[src/rtl/lif_neuron_stdp.sv]
// Leaky integrate-and-fire neuron with stored synaptic weights, refractory period,
// weight load/readback port and optional trace-based STDP learning.
// Build option: define NEURON_STDP_EN to include the pre/post traces and STDP weight
// updates; without it the learn input is ignored and weights change only via wload_en.
module lif_neuron_stdp #(
   parameter int unsigned N_INPUTS      = 8,
   parameter int unsigned W_WIDTH       = 8,
   parameter int unsigned V_WIDTH       = 12,
   parameter int unsigned THRESHOLD     = 256,
   parameter int unsigned LEAK_SHIFT    = 3,
   parameter int unsigned REFRAC_CYCLES = 4,
   parameter int unsigned TRACE_WIDTH   = 3,
   parameter int unsigned W_INIT        = 32
) (
   input  logic                        clk,
   input  logic                        reset,
   input  logic [N_INPUTS-1:0]         inputs,
   input  logic                        learn,
   input  logic                        wload_en,
   input  logic [$clog2(N_INPUTS)-1:0] wload_idx,
   input  logic [W_WIDTH-1:0]          wload_data,
   input  logic [$clog2(N_INPUTS)-1:0] wrd_idx,
   output logic [W_WIDTH-1:0]          wrd_data,
   output logic                        spike_out,
   output logic [V_WIDTH-1:0]          membrane,
   output logic                        refrac_active
);

   localparam int unsigned IDX_W = $clog2(N_INPUTS);
   // N weights of W_WIDTH bits each sum without overflow in W_WIDTH + IDX_W bits.
   localparam int unsigned SUM_W = W_WIDTH + IDX_W;
   localparam int unsigned EXT_W = ((V_WIDTH > SUM_W) ? V_WIDTH : SUM_W) + 1;
   localparam int unsigned CNT_W = (REFRAC_CYCLES > 0) ? $clog2(REFRAC_CYCLES + 1) : 1;

   localparam logic [V_WIDTH-1:0] V_MAX       = '1;
   localparam logic [W_WIDTH-1:0] W_MAX       = '1;
   localparam logic [V_WIDTH-1:0] THR         = V_WIDTH'(THRESHOLD);
   localparam logic [W_WIDTH-1:0] W_RESET     = W_WIDTH'(W_INIT);
   localparam logic [CNT_W-1:0]   REFRAC_LOAD = CNT_W'(REFRAC_CYCLES);

   typedef enum logic [0:0] {StIntegrate, StRefractory} state_e;

   state_e               state_q, state_d;
   logic [CNT_W-1:0]     cnt_q, cnt_d;
   logic [V_WIDTH-1:0]   membrane_q, membrane_d;
   logic                 spike_q, spike_d;
   logic [W_WIDTH-1:0]   w_q [N_INPUTS];
   logic [W_WIDTH-1:0]   w_d [N_INPUTS];

   logic [SUM_W-1:0]     sum;
   logic [V_WIDTH-1:0]   leak;
   logic [EXT_W-1:0]     v_ext;
   logic [V_WIDTH-1:0]   v_next;
   logic                 fire;
   logic [N_INPUTS-1:0]  pot, dep;

   // Weighted sum of active synapses using the pre-edge weights.
   always_comb begin
      sum = '0;
      for (int i = 0; i < N_INPUTS; i++) begin
         if (inputs[i]) sum = sum + SUM_W'(w_q[i]);
      end
   end

   // Leaky integration with saturation; leak never exceeds v so no underflow.
   always_comb begin
      leak   = (LEAK_SHIFT == 0) ? '0 : (membrane_q >> LEAK_SHIFT);
      v_ext  = EXT_W'(membrane_q) - EXT_W'(leak) + EXT_W'(sum);
      v_next = (v_ext > EXT_W'(V_MAX)) ? V_MAX : v_ext[V_WIDTH-1:0];
      fire   = (state_q == StIntegrate) && (v_next >= THR);
   end

   // Next-state logic for integrate/refractory behaviour.
   always_comb begin
      state_d    = state_q;
      cnt_d      = cnt_q;
      membrane_d = membrane_q;
      spike_d    = 1'b0;
      unique case (state_q)
         StIntegrate: begin
            if (fire) begin
               membrane_d = '0;
               spike_d    = 1'b1;
               cnt_d      = REFRAC_LOAD;
               if (REFRAC_CYCLES > 0) state_d = StRefractory;
            end else begin
               membrane_d = v_next;
            end
         end
         StRefractory: begin
            membrane_d = '0;
            cnt_d      = cnt_q - 1'b1;
            if (cnt_q == CNT_W'(1)) state_d = StIntegrate;
         end
         default: state_d = StIntegrate;
      endcase
   end

   // Neuron state registers.
   always_ff @(posedge clk or posedge reset) begin
      if (reset) begin
         state_q    <= StIntegrate;
         cnt_q      <= '0;
         membrane_q <= '0;
         spike_q    <= 1'b0;
      end else begin
         state_q    <= state_d;
         cnt_q      <= cnt_d;
         membrane_q <= membrane_d;
         spike_q    <= spike_d;
      end
   end

`ifdef NEURON_STDP_EN
   localparam logic [TRACE_WIDTH-1:0] TRACE_MAX = '1;

   logic [TRACE_WIDTH-1:0] pre_trace_q [N_INPUTS];
   logic [TRACE_WIDTH-1:0] pre_trace_d [N_INPUTS];
   logic [TRACE_WIDTH-1:0] post_trace_q, post_trace_d;

   // Trace decay/refresh and per-synapse STDP decisions from pre-edge traces.
   always_comb begin
      post_trace_d = fire ? TRACE_MAX :
                     ((post_trace_q != '0) ? post_trace_q - 1'b1 : '0);
      for (int i = 0; i < N_INPUTS; i++) begin
         pre_trace_d[i] = inputs[i] ? TRACE_MAX :
                          ((pre_trace_q[i] != '0) ? pre_trace_q[i] - 1'b1 : '0);
         pot[i] = learn && fire && ((pre_trace_q[i] != '0) || inputs[i]);
         dep[i] = learn && inputs[i] && (post_trace_q != '0);
      end
   end

   // Trace registers, running regardless of neuron state.
   always_ff @(posedge clk or posedge reset) begin
      if (reset) begin
         post_trace_q <= '0;
         for (int i = 0; i < N_INPUTS; i++) pre_trace_q[i] <= '0;
      end else begin
         post_trace_q <= post_trace_d;
         for (int i = 0; i < N_INPUTS; i++) pre_trace_q[i] <= pre_trace_d[i];
      end
   end
`else
   logic unused_learn;
   assign unused_learn = learn;
   assign pot = '0;
   assign dep = '0;
`endif

   // Weight update: saturating STDP step, overridden per index by an explicit load.
   always_comb begin
      for (int i = 0; i < N_INPUTS; i++) begin
         w_d[i] = w_q[i];
         if (pot[i] && !dep[i] && (w_q[i] != W_MAX)) begin
            w_d[i] = w_q[i] + 1'b1;
         end else if (dep[i] && !pot[i] && (w_q[i] != '0)) begin
            w_d[i] = w_q[i] - 1'b1;
         end
         // Out-of-range indices match no synapse, so such writes are dropped.
         if (wload_en && (wload_idx == IDX_W'(i))) w_d[i] = wload_data;
      end
   end

   // Weight storage.
   always_ff @(posedge clk or posedge reset) begin
      if (reset) begin
         for (int i = 0; i < N_INPUTS; i++) w_q[i] <= W_RESET;
      end else begin
         for (int i = 0; i < N_INPUTS; i++) w_q[i] <= w_d[i];
      end
   end

   // Combinational readback; out-of-range index reads as zero.
   always_comb begin
      wrd_data = '0;
      for (int i = 0; i < N_INPUTS; i++) begin
         if (wrd_idx == IDX_W'(i)) wrd_data = w_q[i];
      end
   end

   assign spike_out     = spike_q;
   assign membrane      = membrane_q;
   assign refrac_active = (state_q == StRefractory);

endmodule

[config.mk]
export PLATFORM = sky130hd
export DESIGN_NAME = lif_neuron_stdp
export DESIGN_NICKNAME = d
export VERILOG_FILES = /design/src/rtl/lif_neuron_stdp.sv
export SDC_FILE = /design/constraint.sdc
export NUM_CORES = 1
export LEC_CHECK = 0
export CAP_MARGIN = 30
export CORE_MARGIN = 2
export CORE_UTILIZATION = 49
export DETAILED_ROUTE_END_ITERATION = 16
export HOLD_SLACK_MARGIN = 0.06
export PLACE_DENSITY_LB_ADDON = 0.3
export SYNTH_ARGS = -nofsm -noshare
export SYNTH_HDL_FRONTEND = slang
export SYNTH_SLANG_ARGS = --single-unit
[constraint.sdc]
create_clock -name clk -period 10 [get_ports clk]
set_input_delay 1 -clock clk [delete_from_list [all_inputs] [get_ports clk]]
set_output_delay 1 -clock clk [all_outputs]
set_load 0.02 [all_outputs]
==> reports/results.tsv, run 1 <==
stage	metric	value	unit
sta	fin crit share	102	%
final_layout	commonest non-fill, non-tap cells in the layout	buf_4, mux2_2, dfrtp_1, nand2_1, inv_1	
cts	clock latency on the worst-skew pair	0.36	ns
sta	final max-slew violation count	0	
logic_synthesis	Avg Synthesized Cell Area	9.28	um2
sta	Slew @ Worst Pin	0.948	ns
sta	Setup-failing EPs final	13	
placement	hpwl dp	15500	um
run_status	status	finished with violations	
cts	CTS max path bufs	2	
drt	vias per cell	5.80	
final_layout	fillcell total	1021	
die	Placeable Area	15100	um2
drt	via count	7253	
worst_setup_path	Critical-path top delay cell	fa_1	
worst_setup_path	Critical Path End Type	flip-flop	
logic_synthesis	cell taking the most area after synthesis	dfrtp_1	
logic_synthesis	Synth Instances	814	
grt	grt peak-use layer	met2	
die	die width	128	um
sta	unrepaired setup endpoints after global routing	yes	
final_layout	area of the multi-input gates	6090	um2
worst_setup_path	startpoint class of the critical path	input pin	
die	Starting Density	49.9	%
final_layout	NumNets Final	1173	
worst_setup_path	critical path type	input pin to flip-flop	
grt	first-pass GRT wire length	35800	um
final_layout	Area Growth Syn to Fin	44.9	%
run_status	failing checks	setup timing	
final_layout	antenna fix cells	0	
grt	Overall Global Routing Usage	27.5	%
job	Max Cap Viol	0	
cts	Num CTS Buffers	9	
worst_setup_path	FF-to-FF setup slack	0.08	ns
worst_setup_path	CP dominant cell by count	ha_4	
cts	H-tree Lvls	3	
logic_synthesis	largest family of logic cells by synthesized area	compound AO/OA/AOI/OAI gates	
grt	pin count of the biggest net entering global routing	61	
worst_setup_path	Top delay family on crit path	adder cells	
die	# IOs	48	
worst_setup_path	CP Buf/Inv Count	9	
cts	clk slew on worst S/H paths	0.06	ns
logic_synthesis	Yosys top cell area share	24.2	%
final_layout	FF+latch area	2040	um2
logic_synthesis	top cells by area, synth	dfrtp_1, mux2_2, ha_1, fa_1, xnor2_1	
sta	min cycle time layout	10.20	ns
logic_synthesis	Async SR Flop Fraction	100	%
logic_synthesis	Compound-Gate Fraction of Synth Area	18.7	%
grt	GR Layer Usage met3	4.42	%
sta	Final Hold Viols	0	
grt	initial antenna violation count	0	
logic_synthesis	Cell Area, Synth	7550	um2
grt	vias in the first global route	7408	
sta	Max Clock Skew	0.00986	ns
logic_synthesis	mux contribution to synthesized area	15.4	%
logic_synthesis	synth warn	0	
sta	Relative slew margins	36.6	%
placement	Port Buf Inserts	46	
drt	Iter 0 DRT Violations	475	
drt	Wirelength per Cell	18.7	um
logic_synthesis	Seq/Total Area, Yosys	27.0	%
drt	DRT Pass-1 Iters	7	
die	Die ar.	16400	um2
placement	GP Congestion	0.868	
drt	Post-DRT Antenna Nets	0	
worst_setup_path	Crit Path Max Fanout	8	
cts	Post-CTS Hold Buffers	0	
logic_synthesis	Post-Synth Adder-Cell Area	16.3	%
final_layout	final core occ	72.3	%
logic_synthesis	register bit count reported by yosys	81	
cts	TritonCTS clock tree	yes	
grt	M1 GR Usage	31.6	%
cts	CTS sink count	81	
worst_hold_path	Hold WC Path Type	flip-flop to flip-flop	
grt	total grt overflow	0	
cts	root buf cell	clkbuf_16	
logic_synthesis	post-synthesis simple-gate area fraction	12.6	%
worst_setup_path	Required @ worst endpoint	10.22	ns
worst_setup_path	Critical Path AT	10.42	ns
grt	met2 Usage GRT	50.9	%
final_layout	layout cells sized above 1	42.9	%
logic_synthesis	Synth cell types	70	
logic_synthesis	EDFF count, synth	0	
die	Rows	45	
logic_synthesis	xor and xnor area share after synthesis	5.75	%
worst_setup_path	Slowest Stage Delay on Critical Path	0.55	ns
placement	Post-Place Worst Slack	-1.13	ns
logic_synthesis	ys flop type	dfrtp_1	
sta	PnR worst setup slack	-0.205	ns
sta	FMAX	98.0	MHz
die	die extent in y	128	um
drt	DRC Markers	0	
final_layout	most common cell after layout, fill and taps aside	buf_4	
drt	final wirelength	23400	um
==> final timing paths <==
kind / startpoint / endpoint / depth (start not counted)
setup / recovery: inputs[0] / cnt_q[2]$_DFFE_PP0P_ / 54
hold / removal: w_q[60]$_DFFE_PP0P_ / w_q[60]$_DFFE_PP0P_ / 1
setup reg to reg: w_q[56]$_DFFE_PP0P_ / cnt_q[2]$_DFFE_PP0P_ / 53
hold reg to reg: w_q[60]$_DFFE_PP0P_ / w_q[60]$_DFFE_PP0P_ / 1
max in group asynchronous: reset / w_q[61]$_DFFE_PP1P_ / 4
min in group asynchronous: reset / w_q[8]$_DFFE_PP0P_ / 3
==> layer usage <==
metal  vias to the layer above  share of wire [%]
li1                       3409                  -
met1                      3570                 40
met2                       206                 52
met3                        68                3.7
met4                         0                3.8
met5                         -                  0
==> cell usage after synthesis, types with 13 or more instances <==
master    number
mux2_2        86
dfrtp_1       73
ha_1          73
inv_1         58
o21ai_0       58
a21oi_1       54
nand2_1       51
nor2_1        50
xnor2_1       34
o21a_1        20
clkbuf_1      19
nor2b_1       18
fa_1          16
mux2i_1       16
a21o_1        13
==> registers in the layout (all words and copies together) (netlist names) <==
signal,count
cnt_q,3
membrane,12
refrac_active,1
spike_out,1
w_q,64
==> final cells by class <==
class	instances	share of cell area [%]
Clock inverter	5	0.514
Tap cell	188	2.15
Sequential cell	81	18.6
Multi-Input combinational cell	652	55.6
Clock buffer	11	2.13
Timing Repair Buffer	255	18.9
Inverter	59	2.03
==> logic make-up (layout without fill, tap and decap cells) <==
family,count (synthesis),after routing
compound gates,219,219
xor+xnor,47,47
fa+ha+maj,89,89
buf+inv,84,330
flops,81,81
mux,104,104
other cells,1,4
simple gates,189,189
==> what timing repair did <==
action,4_1_cts,5_1_grt
setup buffers,46,19
pin swaps,67,74
gates resized for setup,99,76
setup endpoints to repair,13,13
==> stage by stage <==
step | cell area (um2) | hold WS [ns] | setup TNS [ns] | instances
final | 10900 | 0.546 | -1.72 | 1251
after CTS | 10400 | 0.539 | 0 | 1232
after floorplan | 7580 | 0.494 | 0 | 817
after detailed placement | 9290 | 0.524 | -13.91 | 1170
after global placement | 9260 | 0.510 | -11.84 | 1169
after global routing | 10900 | 0.553 | -6.03 | 1251
Power of run 1 is not shown: default switching activity piles up to over one toggle a cycle in this logic, so the estimate is an artifact.
==> inputs of run 2 (changes only) <==
ABC_CLOCK_PERIOD_IN_PS = 10000   (was not set)
CTS_BUF_LIST = sky130_fd_sc_hd__clkbuf_2   (was not set)
SKIP_CTS_REPAIR_TIMING = 1   (was not set)
==> reports/results.tsv, run 2 (same netlist as run 1, synthesis figures left out) <==
stage	metric	value	unit
final_layout	most common cell after layout, fill and taps aside	buf_4	
placement	GP Congestion	0.868	
final_layout	area of the multi-input gates	5910	um2
cts	TritonCTS clock tree	yes	
grt	pin count of the biggest net entering global routing	61	
die	die extent in y	128	um
die	Rows	45	
die	die width	128	um
final_layout	Most flops, register	w_q	
drt	DRC Markers	0	
final_layout	number of flip-flops in the largest register	64	
worst_setup_path	RR Endpoint	cnt_q[2]$_DFFE_PP0P_	
final_layout	fin cells	1214	
sta	Slew @ Worst Pin	0.877	ns
die	# IOs	48	
cts	root buf cell	clkbuf_2	
sta	Final Hold Viols	0	
sta	Setup-failing EPs final	0	
drt	final wirelength	21200	um
drt	Wirelength per Cell	17.5	um
sta	Max Clock Skew	0.0441	ns
cts	clock latency on the worst-skew pair	0.62	ns
sta	Relative slew margins	41.3	%
final_layout	Area Growth Syn to Fin	36.4	%
worst_setup_path	Critical Path AT	10.39	ns
worst_setup_path	Top delay family on crit path	adder cells	
die	Starting Density	49.9	%
worst_hold_path	Hold WC Path Type	flip-flop to flip-flop	
cts	CTS max path bufs	2	
die	Placeable Area	15100	um2
grt	Overall Global Routing Usage	24.9	%
cts	CTS sink count	81	
worst_setup_path	WP depth	46	
sta	FMAX	101	MHz
placement	Port Buf Inserts	46	
run_status	status	complete, no violations	
die	Die ar.	16400	um2
worst_setup_path	Slowest Stage Delay on Critical Path	0.54	ns
job	Max Cap Viol	0	
worst_setup_path	Critical-path top delay cell	or4b_4	
worst_setup_path	Reg2Reg Depth	45	
drt	via count	6901	
worst_hold_path	worst hold stages	1	
worst_setup_path	Critical Path End Type	flip-flop	
drt	Post-DRT Antenna Nets	0	
cts	Num CTS Buffers	9	
worst_setup_path	worst r2r src	w_q[56]$_DFFE_PP0P_	
sta	final max-slew violation count	0	
cts	clk slew on worst S/H paths	0.26	ns
drt	Iter 0 DRT Violations	323	
drt	DRT Pass-1 Iters	5	
grt	total grt overflow	0	
worst_setup_path	Crit Path Max Fanout	8	
final_layout	layout cells sized above 1	38.5	%
grt	vias in the first global route	6837	
cts	H-tree Lvls	3	
sta	fin crit share	99.1	%
final_layout	NumNets Final	1135	
placement	hpwl dp	15500	um
worst_setup_path	startpoint class of the critical path	input pin	
sta	unrepaired setup endpoints after global routing	yes	
placement	placed cell count	1170	
final_layout	commonest non-fill, non-tap cells in the layout	buf_4, mux2_2, dfrtp_1, inv_1, ha_1	
grt	first-pass GRT wire length	32400	um
sta	min cycle time layout	9.91	ns
worst_hold_path	HP Start	w_q[56]$_DFFE_PP0P_	
final_layout	fillcell total	1143	
worst_setup_path	critical path type	input pin to flip-flop	
worst_setup_path	Required @ worst endpoint	10.48	ns
worst_setup_path	CP Buf/Inv Count	10	
final_layout	FF+latch area	2040	um2
worst_hold_path	Min-Delay Endpoint	w_q[56]$_DFFE_PP0P_	
drt	vias per cell	5.68	
worst_setup_path	FF-to-FF setup slack	0.17	ns
grt	initial antenna violation count	1	
worst_setup_path	CP dominant cell by count	buf_4	
[run 2: metal layers]
| layer | part of all wire (%) | up-vias | routed length, um | global-route usage (%) |
|---|---|---|---|---|
| met4 | 2.7 | 0 | 577 | 7.82 |
| met3 | 3.4 | 41 | 718 | 4.51 |
| met5 | 0 | - | 0 | 0 |
| li1 | - | 3344 | - | - |
| met2 | 52 | 148 | 11100 | 45.5 |
| met1 | 42 | 3368 | 8860 | 29.6 |
[run 2: final cells by class]
type | count | area share [%]
inverters | 59 | 2.16
clock inverters | 5 | 0.546
well taps | 188 | 2.28
clock buffers | 11 | 0.534
flip-flops and latches | 81 | 19.8
repair buffers | 217 | 17.3
multi-input cells | 652 | 57.4
diodes | 1 | 0.0243
[run 2: worst reg2reg max path: cells and delay by family (launching register included)]
kind            cells  cell delay (ns)
fa+ha+maj          10             3.50
compound gates     11             1.66
mux                 6             1.30
simple gates        6             1.29
buf+inv             9             1.11
flops               1             0.45
xor+xnor            3             0.39
[run 2: how the worst max path moves through the flow]
stage / startpoint / endpoint / slack (ns)
floorplan: inputs[0] / cnt_q[2]$_DFFE_PP0P_ / 0.005
global placement: inputs[0] / cnt_q[2]$_DFFE_PP0P_ / -0.98
detailed placement: inputs[0] / cnt_q[2]$_DFFE_PP0P_ / -1.13
CTS: inputs[0] / cnt_q[0]$_DFFE_PP0P_ / -0.52
global route: w_q[56]$_DFFE_PP0P_ / cnt_q[0]$_DFFE_PP0P_ / -0.36
finish: inputs[0] / cnt_q[2]$_DFFE_PP0P_ / 0.09
[run 2: metrics by stage]
stage,util (%),area [um2],hold slack (ns),setup slack [ns],setup TNS [ns]
final,68.0,10300,0.572,0.0933,0
after global routing,68.0,10300,0.597,-0.365,-4.07
after CTS,62.0,9400,0.574,-0.518,-5.97
after detailed placement,61.3,9290,0.524,-1.13,-13.91
after global placement,61.1,9260,0.510,-0.980,-11.84
after floorplan,-,7580,0.494,0.00542,0
Power of run 2 is left out for the same reason.
